<file path="config.mk">
export PLATFORM = sky130hd
export DESIGN_NAME = id_ex_stage
export DESIGN_NICKNAME = d
export VERILOG_FILES = /design/src/rtl/core_isa_pkg.sv /design/src/rtl/operand_bypass.sv /design/src/rtl/id_ex_stage.sv
export SDC_FILE = /design/constraint.sdc
export NUM_CORES = 1
export LEC_CHECK = 0
export CORE_AREA = 5 5 185 187
export DETAILED_ROUTE_END_ITERATION = 8
export DIE_AREA = 0 0 190 192
export GPL_TIMING_DRIVEN = 0
export PLACE_DENSITY = 0.57
export REMOVE_ABC_BUFFERS = 1
export SETUP_SLACK_MARGIN = 0.05
export SYNTH_ARGS = -nofsm -noshare
export SYNTH_HDL_FRONTEND = slang
export SYNTH_SLANG_ARGS = --single-unit
</file>
<file path="constraint.sdc">
create_clock -name clk -period 8.2 [get_ports clk]
set_input_delay 1.64 -clock clk [delete_from_list [all_inputs] [get_ports clk]]
set_output_delay 1.64 -clock clk [all_outputs]
set_load 0.005 [all_outputs]
</file>
<file path="src/rtl/core_isa_pkg.sv">
// Shared ISA definitions for the 64-bit vector core: opcodes, function codes, width codes,
// instruction field positions (bit 0 = MSB) and the control decode used by the ID stage.
package core_isa_pkg;

  localparam logic [5:0] OP_R_ALU     = 6'b101010;
  localparam logic [5:0] OP_LOAD      = 6'b100000;
  localparam logic [5:0] OP_STORE     = 6'b100001;
  localparam logic [5:0] OP_BRANCH_EZ = 6'b100010;
  localparam logic [5:0] OP_BRANCH_NZ = 6'b100011;
  localparam logic [5:0] OP_NOP       = 6'b111100;

  localparam logic [5:0] F_VNOP   = 6'b000000;
  localparam logic [5:0] F_VAND   = 6'b000001;
  localparam logic [5:0] F_VOR    = 6'b000010;
  localparam logic [5:0] F_VXOR   = 6'b000011;
  localparam logic [5:0] F_VNOT   = 6'b000100;
  localparam logic [5:0] F_VMOV   = 6'b000101;
  localparam logic [5:0] F_VADD   = 6'b000110;
  localparam logic [5:0] F_VSUB   = 6'b000111;
  localparam logic [5:0] F_VMULEU = 6'b001000;
  localparam logic [5:0] F_VMULOU = 6'b001001;
  localparam logic [5:0] F_VSLL   = 6'b001010;
  localparam logic [5:0] F_VSRL   = 6'b001011;
  localparam logic [5:0] F_VSRA   = 6'b001100;
  localparam logic [5:0] F_VRTTH  = 6'b001101;
  localparam logic [5:0] F_VDIV   = 6'b001110;
  localparam logic [5:0] F_VMOD   = 6'b001111;
  localparam logic [5:0] F_VSQEU  = 6'b010000;
  localparam logic [5:0] F_VSQOU  = 6'b010001;
  localparam logic [5:0] F_VSQRT  = 6'b010010;

  localparam logic [1:0] WW_B = 2'b00;
  localparam logic [1:0] WW_H = 2'b01;
  localparam logic [1:0] WW_W = 2'b10;
  localparam logic [1:0] WW_D = 2'b11;

  localparam int OP_MSB  = 0;
  localparam int OP_LSB  = 5;
  localparam int RD_MSB  = 6;
  localparam int RD_LSB  = 10;
  localparam int RA_MSB  = 11;
  localparam int RA_LSB  = 15;
  localparam int RB_MSB  = 16;
  localparam int RB_LSB  = 20;
  localparam int PPP_MSB = 21;
  localparam int PPP_LSB = 23;
  localparam int WW_MSB  = 24;
  localparam int WW_LSB  = 25;
  localparam int FN_MSB  = 26;
  localparam int FN_LSB  = 31;
  localparam int IMM_MSB = 16;
  localparam int IMM_LSB = 31;

  typedef enum logic {ST_RUN, ST_STALL} stage_state_e;

  typedef struct packed {
    logic uses_a;
    logic uses_b;
    logic wr_en;
    logic illegal;
  } dec_ctl_t;

  // Unused read ports must report uses_* = 0 so they never raise a hazard.
  function automatic dec_ctl_t decode_ctl(input logic [5:0] op, input logic [5:0] fn);
    dec_ctl_t d;
    d = '0;
    case (op)
      OP_R_ALU: begin
        d.uses_a = (fn != F_VNOP);
        d.uses_b = !(fn inside {F_VNOT, F_VMOV, F_VSQRT, F_VNOP});
        d.wr_en  = (fn != F_VNOP);
      end
      OP_LOAD: begin
        d.uses_a = 1'b1;
        d.wr_en  = 1'b1;
      end
      OP_STORE: begin
        d.uses_a = 1'b1;
        d.uses_b = 1'b1;
      end
      OP_BRANCH_EZ, OP_BRANCH_NZ: d.uses_b = 1'b1;
      OP_NOP: d = '0;
      default: d.illegal = 1'b1;
    endcase
    return d;
  endfunction

endpackage

</file>
<file path="src/rtl/operand_bypass.sv">
// Per-read-port operand resolution: EX/MEM result beats WB data beats register-file data.
// Also reports raw address matches against the ID/EX and EX/MEM destinations for hazard checks.
module operand_bypass #(
  parameter int DW  = 64,
  parameter int RAW = 5
) (
  input  logic [RAW-1:0] addr,
  input  logic [0:DW-1]  rf_data,
  input  logic           exm_fwd_en,
  input  logic [RAW-1:0] exm_rd,
  input  logic [0:DW-1]  exm_data,
  input  logic           wb_wr_en,
  input  logic [RAW-1:0] wb_rd,
  input  logic [0:DW-1]  wb_data,
  input  logic [RAW-1:0] idex_rd,
  output logic [0:DW-1]  val,
  output logic           exm_match,
  output logic           idex_match
);

  assign exm_match  = (exm_rd == addr);
  assign idex_match = (idex_rd == addr);

  always_comb begin
    val = rf_data;
    if (exm_fwd_en && exm_match) begin
      val = exm_data;
    end else if (wb_wr_en && (wb_rd == addr)) begin
      val = wb_data;
    end
  end

endmodule

</file>
<file path="src/rtl/id_ex_stage.sv">
// Decode stage plus ID/EX pipeline register with operand bypass and hazard stall.
// Define ID_EX_FWD_EN to enable the EX/MEM bypass path; otherwise any EX/MEM writer of a source stalls.
module id_ex_stage
  import core_isa_pkg::*;
#(
  parameter int DW  = 64,
  parameter int IW  = 32,
  parameter int RAW = 5
) (
  input  logic           clk,
  input  logic           rst_n,
  input  logic           if_valid,
  output logic           if_ready,
  input  logic [0:IW-1]  if_instr,
  output logic [RAW-1:0] rf_a_addr,
  output logic [RAW-1:0] rf_b_addr,
  input  logic [0:DW-1]  rf_a_data,
  input  logic [0:DW-1]  rf_b_data,
  input  logic           exm_wr_en,
  input  logic [RAW-1:0] exm_rd,
  input  logic [0:DW-1]  exm_data,
  input  logic           exm_is_load,
  input  logic           wb_wr_en,
  input  logic [RAW-1:0] wb_rd,
  input  logic [0:DW-1]  wb_data,
  input  logic           ex_ready,
  output logic           idex_valid,
  output logic [5:0]     idex_opcode,
  output logic [5:0]     idex_rins,
  output logic [1:0]     idex_ww,
  output logic [2:0]     idex_ppp,
  output logic [RAW-1:0] idex_rd,
  output logic [0:DW-1]  idex_a_val,
  output logic [0:DW-1]  idex_b_val,
  output logic [15:0]    idex_imm,
  output logic           idex_wr_en,
  output logic           idex_illegal
);

  logic [5:0]     f_op;
  logic [5:0]     f_fn;
  logic [RAW-1:0] f_rd;
  logic [RAW-1:0] f_ra;
  logic [RAW-1:0] f_rb;
  logic [2:0]     f_ppp;
  logic [1:0]     f_ww;
  logic [15:0]    f_imm;
  dec_ctl_t       ctl;

  assign f_op  = if_instr[OP_MSB:OP_LSB];
  assign f_rd  = if_instr[RD_MSB:RD_LSB];
  assign f_ra  = if_instr[RA_MSB:RA_LSB];
  assign f_rb  = if_instr[RB_MSB:RB_LSB];
  assign f_ppp = if_instr[PPP_MSB:PPP_LSB];
  assign f_ww  = if_instr[WW_MSB:WW_LSB];
  assign f_fn  = if_instr[FN_MSB:FN_LSB];
  assign f_imm = if_instr[IMM_MSB:IMM_LSB];
  assign ctl   = decode_ctl(f_op, f_fn);

  // Stores and branches read their data/test value from rD through port B.
  assign rf_a_addr = f_ra;
  assign rf_b_addr = (f_op == OP_STORE || f_op == OP_BRANCH_EZ || f_op == OP_BRANCH_NZ) ? f_rd : f_rb;

  logic exm_fwd_en;
  logic exm_block;

`ifdef ID_EX_FWD_EN
  assign exm_fwd_en = exm_wr_en && !exm_is_load;
  assign exm_block  = exm_is_load;
`else
  assign exm_fwd_en = 1'b0;
  assign exm_block  = exm_wr_en || exm_is_load;
`endif

  logic [0:DW-1] a_val;
  logic [0:DW-1] b_val;
  logic          a_exm_match;
  logic          a_idex_match;
  logic          b_exm_match;
  logic          b_idex_match;

  operand_bypass #(.DW(DW), .RAW(RAW)) u_bypass_a (
    .addr       (rf_a_addr),
    .rf_data    (rf_a_data),
    .exm_fwd_en (exm_fwd_en),
    .exm_rd     (exm_rd),
    .exm_data   (exm_data),
    .wb_wr_en   (wb_wr_en),
    .wb_rd      (wb_rd),
    .wb_data    (wb_data),
    .idex_rd    (idex_rd),
    .val        (a_val),
    .exm_match  (a_exm_match),
    .idex_match (a_idex_match)
  );

  operand_bypass #(.DW(DW), .RAW(RAW)) u_bypass_b (
    .addr       (rf_b_addr),
    .rf_data    (rf_b_data),
    .exm_fwd_en (exm_fwd_en),
    .exm_rd     (exm_rd),
    .exm_data   (exm_data),
    .wb_wr_en   (wb_wr_en),
    .wb_rd      (wb_rd),
    .wb_data    (wb_data),
    .idex_rd    (idex_rd),
    .val        (b_val),
    .exm_match  (b_exm_match),
    .idex_match (b_idex_match)
  );

  logic idex_block;
  logic src_hazard;
  logic stall_req;
  logic hold;
  logic accept;

  // The ALU output has no bypass path, so a producer still sitting in ID/EX always stalls.
  assign idex_block = idex_valid && idex_wr_en;
  assign src_hazard = (ctl.uses_a && ((idex_block && a_idex_match) || (exm_block && a_exm_match))) ||
                      (ctl.uses_b && ((idex_block && b_idex_match) || (exm_block && b_exm_match)));
  assign stall_req  = if_valid && src_hazard;
  assign hold       = idex_valid && !ex_ready;
  assign if_ready   = rst_n && !hold && !src_hazard;
  assign accept     = if_valid && if_ready;

  stage_state_e state;

  always_ff @(posedge clk) begin
    if (!rst_n) begin
      state        <= ST_RUN;
      idex_valid   <= 1'b0;
      idex_opcode  <= '0;
      idex_rins    <= '0;
      idex_ww      <= '0;
      idex_ppp     <= '0;
      idex_rd      <= '0;
      idex_a_val   <= '0;
      idex_b_val   <= '0;
      idex_imm     <= '0;
      idex_wr_en   <= 1'b0;
      idex_illegal <= 1'b0;
    end else if (!hold) begin
      idex_valid <= accept;
      if (accept) begin
        idex_opcode  <= f_op;
        idex_rins    <= f_fn;
        idex_ww      <= f_ww;
        idex_ppp     <= f_ppp;
        idex_rd      <= f_rd;
        idex_a_val   <= a_val;
        idex_b_val   <= b_val;
        idex_imm     <= f_imm;
        idex_wr_en   <= ctl.wr_en;
        idex_illegal <= ctl.illegal;
      end
      case (state)
        ST_RUN:   if (stall_req) state <= ST_STALL;
        ST_STALL: if (!stall_req) state <= ST_RUN;
      endcase
    end
  end

endmodule

</file>
### Word-level counts from Yosys, hierarchy flattened

Index checks and enable logic that the tools add are counted.

| word-level totals | value |
|---|---|
| register bits after elaboration | 169 |
| input bits | 305 |
| output and inout port bits | 180 |
| word-level logic and storage cells | 64 |

| operators by class | value |
|---|---|
| equality and inequality tests | 15 |
| muxes and demuxes | 7 |
| bitwise operators | 1 |
| reduce and logical (&&, ||, !) cells | 30 |

Operators with widths:

| kind | count |
|---|---|
| $mux W64 | 2 |
| $eq A6 B6 Y1 const B | 6 |
| $eq A5 B5 Y1 | 6 |
| $logic_and A1 B1 Y1 | 13 |
| $eq A6 B3 Y1 const B | 2 |
| $eq A6 B5 Y1 const B | 1 |
| $logic_not A6 Y1 | 1 |
| $logic_or A1 B1 Y1 | 6 |
| $pmux W1 S2 | 3 |
| $reduce_bool A6 Y1 | 1 |
| $reduce_or A6 Y1 | 1 |
| $mux W5 | 1 |
| $logic_not A1 Y1 | 4 |
| $reduce_bool A4 Y1 | 1 |
| $reduce_or A3 Y1 | 1 |
| $reduce_and A2 Y1 | 1 |
| $reduce_or A2 Y1 | 1 |
| $mux W1 | 1 |
| $not A1 Y1 | 1 |

### Logic depth before layout (Yosys ltp)

Gate-level depths: netlist of run 1.

| depth | value |
|---|---|
| word-level depth | 13 |
| depth in mapped cells | 10 |
| depth with buffers taken out | 7 |

### Cells and area by module

Synthesis of run 1 repeated with hierarchy kept, for this count alone.

| second synthesis, totals | value |
|---|---|
| cell total of the unflattened synthesis | 1389 |
| area total of the unflattened synthesis | 10766.6 µm² |

By module, submodules not included:

| module | instances | cells each | area each (µm²) |
|---|---|---|---|
| id_ex_stage | 1 | 721 | 6467.5 |
| operand_bypass | 2 | 334 | 2149.6 |

### Worst setup path before layout of run 1

No wires, ideal clock.

| path | value |
|---|---|
| kind | input to output |
| from | in if_instr[3] (netlist bit) |
| to | out if_ready |
| arrival time | 3436 ps |
| required time | 6560 ps |
| slack | 3124 ps |
| cell stages on the path | 8 |
| path buffers | 2 |
| cells stage by stage | or3b_4 nor2_1 o21ai_0 o221ai_2 a2111oi_4 clkbuf_2 buf_2 nor4b_1 |

| between the ends | value |
|---|---|
| word-level cells in the longest chain between the ends | 11 |

RTL lines:

| item | RTL line | text |
|---|---|---|
| start, declared | id_ex_stage.sv:14 | `input logic [0:IW-1] if_instr,` |
| $eq A6 B6 Y1 | id_ex_stage.sv:62 | `assign rf_b_addr = (f_op == OP_STORE \|\| f_op == OP_BRANCH_EZ \|\| f_op == OP_BRANCH_NZ) ? f_rd : f_rb;` |
| $logic_or A1 B1 Y1 | id_ex_stage.sv:62 |  |
| $logic_or A1 B1 Y1 * | id_ex_stage.sv:62 |  |
| $mux W5 * | id_ex_stage.sv:62 |  |
| via rf_b_addr[4] | id_ex_stage.sv:16 | `output logic [RAW-1:0] rf_b_addr,` |
| $eq A5 B5 Y1 (on tied branches) | operand_bypass.sv:22, operand_bypass.sv:21 |  |
| $logic_and A1 B1 Y1 | id_ex_stage.sv:121 | `(ctl.uses_b && ((idex_block && b_idex_match) \|\| (exm_block && b_exm_match)));` |
| $logic_or A1 B1 Y1 * | id_ex_stage.sv:121 |  |
| $logic_and A1 B1 Y1 * | id_ex_stage.sv:121 |  |
| $logic_or A1 B1 Y1 * | id_ex_stage.sv:120 | `assign src_hazard = (ctl.uses_a && ((idex_block && a_idex_match) \|\| (exm_block && a_exm_match))) \|\|` |
| $logic_not A1 Y1 * | id_ex_stage.sv:124 | `assign if_ready = rst_n && !hold && !src_hazard;` |
| $logic_and A1 B1 Y1 * | id_ex_stage.sv:124 |  |
| end, declared | id_ex_stage.sv:13 | `output logic if_ready,` |

Mark *: on every way through the listed nets, which the timed path passes. The rest lies on a longest branch.

### Final worst setup path of run 1

| path | value |
|---|---|
| from | in if_instr[0] (netlist bit) |
| to | out if_ready |

| between the ends | value |
|---|---|
| word-level cells in the longest chain between the ends | 11 |

RTL lines:

| item | RTL line |
|---|---|
| $eq A6 B6 Y1 | core_isa_pkg.sv:67, id_ex_stage.sv:62 |
| $logic_or A1 B1 Y1 (2 in series) | id_ex_stage.sv:62 |
| $mux W5 | id_ex_stage.sv:62 |
| $eq A5 B5 Y1 (on tied branches) | operand_bypass.sv:22, operand_bypass.sv:21 |
| $logic_and A1 B1 Y1 | id_ex_stage.sv:121 |
| $logic_or A1 B1 Y1 | id_ex_stage.sv:121 |
| $logic_and A1 B1 Y1 | id_ex_stage.sv:121 |
| $logic_or A1 B1 Y1 * | id_ex_stage.sv:120 |
| $logic_not A1 Y1 * | id_ex_stage.sv:124 |
| $logic_and A1 B1 Y1 * | id_ex_stage.sv:124 |

Mark *: on every way between the ends. The rest lies on a longest branch, timed or not.

==> results of run 1 <==
## synthesized netlist by cell type (14+ instances only)
library cell  instances  area share [%]
o21ai_0              30             1.8
xor2_1               16             1.7
xnor2_1              14             1.5
clkbuf_1             29             1.3
a21oi_1             162              10
nand3_1              36             2.2
buf_2                42             2.6
a211oi_2             40             6.2
a211oi_1             89             8.2
mux2i_1             128              16
dfxtp_1             158              39
buf_4                28             2.6
## routing by layer
| layer | wire [um] | vias up | part of all wire (%) |
|---|---|---|---|
| li1 | - | 3924 | - |
| met1 | 13750 | 3935 | 40 |
| met2 | 16670 | 305 | 49 |
| met3 | 2837 | 41 | 8.3 |
| met4 | 757 | 2 | 2.2 |
| met5 | 7 | - | 0.021 |
## stage by stage
step / worst slack [ps] / cell area (um2) / std cells
final: 1661 / 13440 / 1669
after global routing: 1492 / 13440 / 1669
after CTS: 1601 / 13440 / 1669
after detailed placement: 1610 / 12780 / 1637
after global placement: -5300 / 12320 / 1614
after floorplan: -518.3 / 7566 / 752
## worst max-delay path, stage by stage
cell and delay [ps]:
clkdlybuf4s50_1 540, or3b_4 450, nor2_1 300, o21ai_0 190
o221ai_2 280, a2111oi_4 110, buf_6 190, buf_8 160
nor4b_1 420, clkdlybuf4s50_1 610
## sequential cells by signal, summed over array words and instances, names as in the netlist
register	cells
idex_rd	5
idex_illegal	1
idex_valid	1
idex_rins	5
idex_a_val	64
idex_b_val	64
idex_opcode	6
idex_imm	8
idex_wr_en	1
idex_ppp	2
idex_ww	1
## cells by family (layout without fill, tap and decap cells)
logic type	after synthesis	in the layout	synth area share, %
and+or+nand+nor	77	77	5.211
buffers and inverters	113	486	7.291
xor gates and xnor gates	30	30	3.237
AOI/OAI and AO/OA	346	346	29.23
muxes	130	130	16.06
DFF	158	158	38.97
## final timing paths
kind                                       end  depth (start not counted)
worst max-delay path                  if_ready                         10
worst min-delay path              idex_imm[12]                          2
worst max register to register  idex_a_val[44]                         10
worst min register to register    idex_imm[12]                          2
## power by group through the flow
stage | clock network (uW) | logic (uW) | registers (uW)
floorplan | 0 | 186 | 868
global placement | 0 | 505 | 864
detailed placement | 0 | 501 | 864
CTS | 939 | 503 | 848
global route | 967 | 535 | 854
finish | 906 | 497 | 848
## final cells by class
cell class	instances	area, um2	share of cell area (%)
Sequential cell	158	3163	23.54
Clock buffer	18	439.2	3.268
Multi-Input combinational cell	583	4394	32.70
Timing Repair Buffer	443	4627	34.43
Inverter	11	46.29	0.3445
Clock inverter	14	215.2	1.601
Tap cell	442	553.0	4.115
==> qor.yml, run 1 <==
outcome:
  status: "complete, no violations"
power:
  p_per_area_mw_per_mm2: 167.6
  p_int_uw: 1661
  total_power_uw: 2252
  vdd_ir_drop_max_mv: 0.1298
  sequentialPowerShare_pct: 37.7
  p_comb_share_pct: 22.1
  power.clock.fraction_pct: 40.3
  switching_share_pct: 26.24
  p_switching_uw: 590.9
  power.leakage_uw: 0.004775
floorplanning:
  dieWidth_um: 190
  die_height_um: 192
  die_area_mm2: 0.03648
  num_rows: 66
  start_util_pct: 25.14
  io_pins: 485
  coreArea_mm2: 0.03229
placed_design:
  io_buffers: 420
  dp_hpwl_um: 24620
  gp_congestion: 0.8184
timing:
  fin_skew_ps: 10.77
  period_minus_slack_ps: 6539
  hold_viol_final: 0
  slew_headroom_pct: 16.60
  hold_slack_ps: 474.9
  tns_ps: 0
  rsz0062_at_grt: "false"
  setup_viol: 0
  finalCritPeriodShare_pct: 79.75
  tightest_slew_ps: 1251
  clock.fmax_ghz: 0.1529
  report.final.slew_viol_count: 0
flow_run:
  maxCapViolCount: 0
global_routing:
  grt_usage_pct: 17.84
  antenna_found_initial: 1
  grt_max_degree: 97
  grtUsageMet1_pct: 20.50
  grtUsageMet3_pct: 6.870
  busiest_layer: "met2"
  overflow: 0
  grt_util_met2_pct: 30.64
  grt_pass1_vias: 8595
  grt_pass1_wl_um: 50960
detailed_routing:
  routed_wl_um: 34020
  drcViolationCount: 0
  avgViaCountPerCell: 4.917
  vias: 8207
  ant_nets: 0
  wl_per_cell_um: 20.39
  drt-pass1-iter-count: 5
  drt-initial-drc-count: 323
finish:
  layout_common_cells: "420 x clkdlybuf4s50_1, 162 x a21oi_1, 158 x dfxtp_1"
  synthToLayoutAreaGrowth_pct: 65.56
  n_fill_cell: 3137
  final_common_cell: "clkdlybuf4s50_1"
  nets: 1519
  drive_gt1_share_pct: 9.291
  final_util_pct: 41.62
  antenna_cells: 0
setup_path:
  cp-start-kind: "input port"
  crit_type: "input port to output port"
  critPathMaxFanout: 17
  r2r_slack_ps: 4220
  startpoint: "if_instr[0]"
  end_kind: "output port"
  r2r-start: "idex_rd[0]"
  critical_path_required_ps: 6560
  cp.arrival_ps: 4900
clock_tree:
  post_cts_resized: 0
  clock_sinks: 158
  cts_tree: "built"
  path_clk_slew_ps: 60
  cts_setup_buffers: 0
  htreeDepth: 4
  ctsHoldBuffers: 0
  cts_buffer_depth: 2
  clock_latency_ps: 440
  cts_root_buf: "clkbuf_16"
  cts-buffers-inserted: 17
logic_synthesis:
  synthFlopType: "dfxtp_1"
  async_flop_share_pct: 0
  yosysUniqueCellTypes: 53
  synth_edf_count: 0
  avgSynthCellArea_um2: 9.504
  synth_seq_area_share_pct: 38.97
  yosysWarningCount: 0
  synth_seq_cells: 158
  netlist_instances: 854
  synth_area_mm2: 0.008117
worst_hold_path:
  hp-start: "idex_imm[12]"
  hold_class: "register to register"
No activity file was read; power rests on OpenSTA's default activity.
==> run 2: changes to the inputs <==
CORE_AREA = 5 5 186 188   (was 5 5 185 187)
DIE_AREA = 0 0 191 193   (was 0 0 190 192)
PLACE_DENSITY = 0.56   (was 0.57)
clock period = 6.19 ns   (was 8.2 ns; I/O delays follow)
==> qor.yml, run 2 (synthesis results as in run 1) <==
finish:
  drive_gt1_share_pct: 9.143  # was 9.291%
  synthToLayoutAreaGrowth_pct: 64.99  # was 65.56%
  final_common_cell: "clkdlybuf4s50_1"  # unchanged
  reg_top3: "idex_a_val (64), idex_b_val (64), idex_imm (8)"  # unchanged
  instances_no_fill: 1673  # was 1669
  antenna_cells: 0  # unchanged
  n_fill_cell: 3248  # was 3137
  multi_input_area_mm2: 0.004394  # unchanged
  layout_common_cells: "420 x clkdlybuf4s50_1, 162 x a21oi_1, 158 x dfxtp_1"  # unchanged
  nets: 1517  # was 1519
  regArea_mm2: 0.003163  # unchanged
  final_area_mm2: 0.01339  # was 0.01344 mm2
power:
  p_per_area_mw_per_mm2: 216.0  # was 167.6 mW/mm2
  vdd_ir_drop_max_mv: 0.1693  # was 0.1298 mV
  total_power_uw: 2893  # was 2252 uW
  power.leakage_uw: 0.004733  # was 0.004775 uW
detailed_routing:
  ant_nets: 0  # unchanged
  vias: 8092  # was 8207
  drt-pass1-iter-count: 4  # was 5
  wl_per_cell_um: 19.85  # was 20.39 um
  drcViolationCount: 0  # unchanged
  route.met2.wl_um: 16110  # was 16670 um
  drt-initial-drc-count: 303  # was 323
  avgViaCountPerCell: 4.837  # was 4.917
  routed.top_layer: "met4"  # was met5
  routed_wl_um: 33210  # was 34020 um
  met3_length_um: 3225  # was 2837 um
  routedLengthMet1_um: 13380  # was 13750 um
clock_tree:
  cts_setup_buffers: 0  # unchanged
  htreeDepth: 4  # unchanged
  cts-buffers-inserted: 17  # unchanged
  cts_buffer_depth: 2  # unchanged
  clock_sinks: 158  # unchanged
  clock_latency_ps: 430  # was 440 ps
  ctsHoldBuffers: 0  # unchanged
  post_cts_resized: 0  # unchanged
  cts_root_buf: "clkbuf_16"  # unchanged
  path_clk_slew_ps: 70  # was 60 ps
  cts_tree: "built"  # unchanged
setup_path:
  end_kind: "output port"  # unchanged
  r2r-start: "idex_rd[4]"  # was idex_rd[0]
  reg2reg_depth: 9  # was 10
  cp-start-kind: "input port"  # unchanged
  rr_endpoint: "idex_b_val[29]"  # was idex_a_val[44]
  cp.arrival_ps: 4490  # was 4900 ps
  crit_type: "input port to output port"  # unchanged
  crit_family: "compound AO/OA/AOI/OAI gates"  # was buffers and inverters
  cp_cell_sequence: "clkdlybuf4s50_1 > o21bai_2 > nor2_1 > o21ai_0 > o221ai_2 > a2111oi_4 > buf_8 > nor4b_1 > clkdlybuf4s50_1"  # was clkdlybuf4s50_1 > or3b_4 > nor2_1 > o21ai_0 > o221ai_2 > a2111oi_4 > buf_6 > buf_8 > nor4b_1 > clkdlybuf4s50_1
  critical_path_required_ps: 4950  # was 6560 ps
  crit_path_top_delay_cell: "a2111oi_4"  # was clkdlybuf4s50_1
  critPathMaxFanout: 16  # was 17
  crit_path_frequent_cell: "clkdlybuf4s50_1"  # unchanged
  crit_buf_inv: 3  # was 4
  r2r_slack_ps: 2310  # was 4220 ps
  slowest_delay_ps: 840  # was 610 ps
timing:
  tns_ps: 0  # unchanged
  rsz0062_at_grt: "false"  # unchanged
  period_minus_slack_ps: 5727
  setup_viol: 0  # unchanged
  hold_viol_final: 0  # unchanged
  report.final.slew_viol_count: 0  # unchanged
  fin_skew_ps: 6.461  # was 10.77 ps
  tightest_slew_ps: 1198  # was 1251 ps
  slew_headroom_pct: 20.11  # was 16.60%
  hold_slack_ps: 477.6  # was 474.9 ps
  finalCritPeriodShare_pct: 92.52
  clock.fmax_ghz: 0.1746
placed_design:
  gp_congestion: 0.8071  # was 0.8184
  dp_hpwl_um: 24280  # was 24620 um
  dp_cells: 1641  # was 1637
  post_dp_cell_area_mm2: 0.01278  # about the same
  io_buffers: 420  # unchanged
worst_hold_path:
  hold_end: "idex_opcode[3]"  # was idex_imm[12]
  hold_class: "register to register"  # unchanged
  holdPathStages: 2  # unchanged
  hp-start: "idex_opcode[3]"  # was idex_imm[12]
floorplanning:
  io_pins: 485  # unchanged
  die_area_mm2: 0.03686  # was 0.03648 mm2
  start_util_pct: 24.64  # was 25.14%
  dieWidth_um: 191  # was 190 um
  num_rows: 67  # was 66
  coreArea_mm2: 0.03295  # was 0.03229 mm2
  die_height_um: 193  # was 192 um
flow_run:
  maxCapViolCount: 0  # unchanged
global_routing:
  grt_pass1_wl_um: 50070  # was 50960 um
  grt_max_degree: 82  # was 97
  overflow: 0  # unchanged
  antenna_found_initial: 0  # was 1
  grt_usage_pct: 17.29  # was 17.84%
  grt_pass1_vias: 8347  # was 8595
outcome:
  status: "complete, no violations"  # unchanged
[run 2: how the worst max path moves through the flow]
stage	start	endpoint	slack, ps	cells past startpoint
finish	if_instr[2]	if_ready	460	9
global route	if_instr[2]	if_ready	220	9
CTS	if_instr[2]	if_ready	460	9
detailed placement	if_instr[2]	if_ready	450	9
global placement	if_instr[0]	idex_illegal	-6870	8
floorplan	if_instr[3]	idex_illegal	-2130	7
[run 2: worst min-delay path, stage by stage (launching register included)]
cell and delay (ps):
dfxtp_1 310, o21ai_0 60, a21oi_1 60
[run 2: cell type report]
class                   count  share of cell area (%)
multi-input cells         583                   32.81
clock inverters            15                   1.383
well taps                 448                   4.186
repair buffers            441                   34.48
clock buffers              17                   3.177
flip-flops and latches    158                   23.62
inverters                  11                  0.3457
[run 2: layer usage]
| layer | GRT usage [%] | vias to the layer above |
|---|---|---|
| met4 | 4.945 | 0 |
| met2 | 29.23 | 296 |
| li1 | - | 3929 |
| met3 | 6.842 | 23 |
| met1 | 20.46 | 3844 |
| met5 | 0 | - |
[run 2: metrics by stage]
stage               setup WS (ps)  utilization, %
finish                      463.3           40.65
global placement            -6866           37.43
CTS                         461.3           40.65
global route                224.8           40.65
floorplan                   -2126               -
detailed placement          454.0           38.79
[run 2: power by group]
group	total, uW	internal, uW	switching (uW)
Clock	1110	640	471
Sequential	1120	1090	38.1
Combinational	658	389	269
Total	2890	2110	779
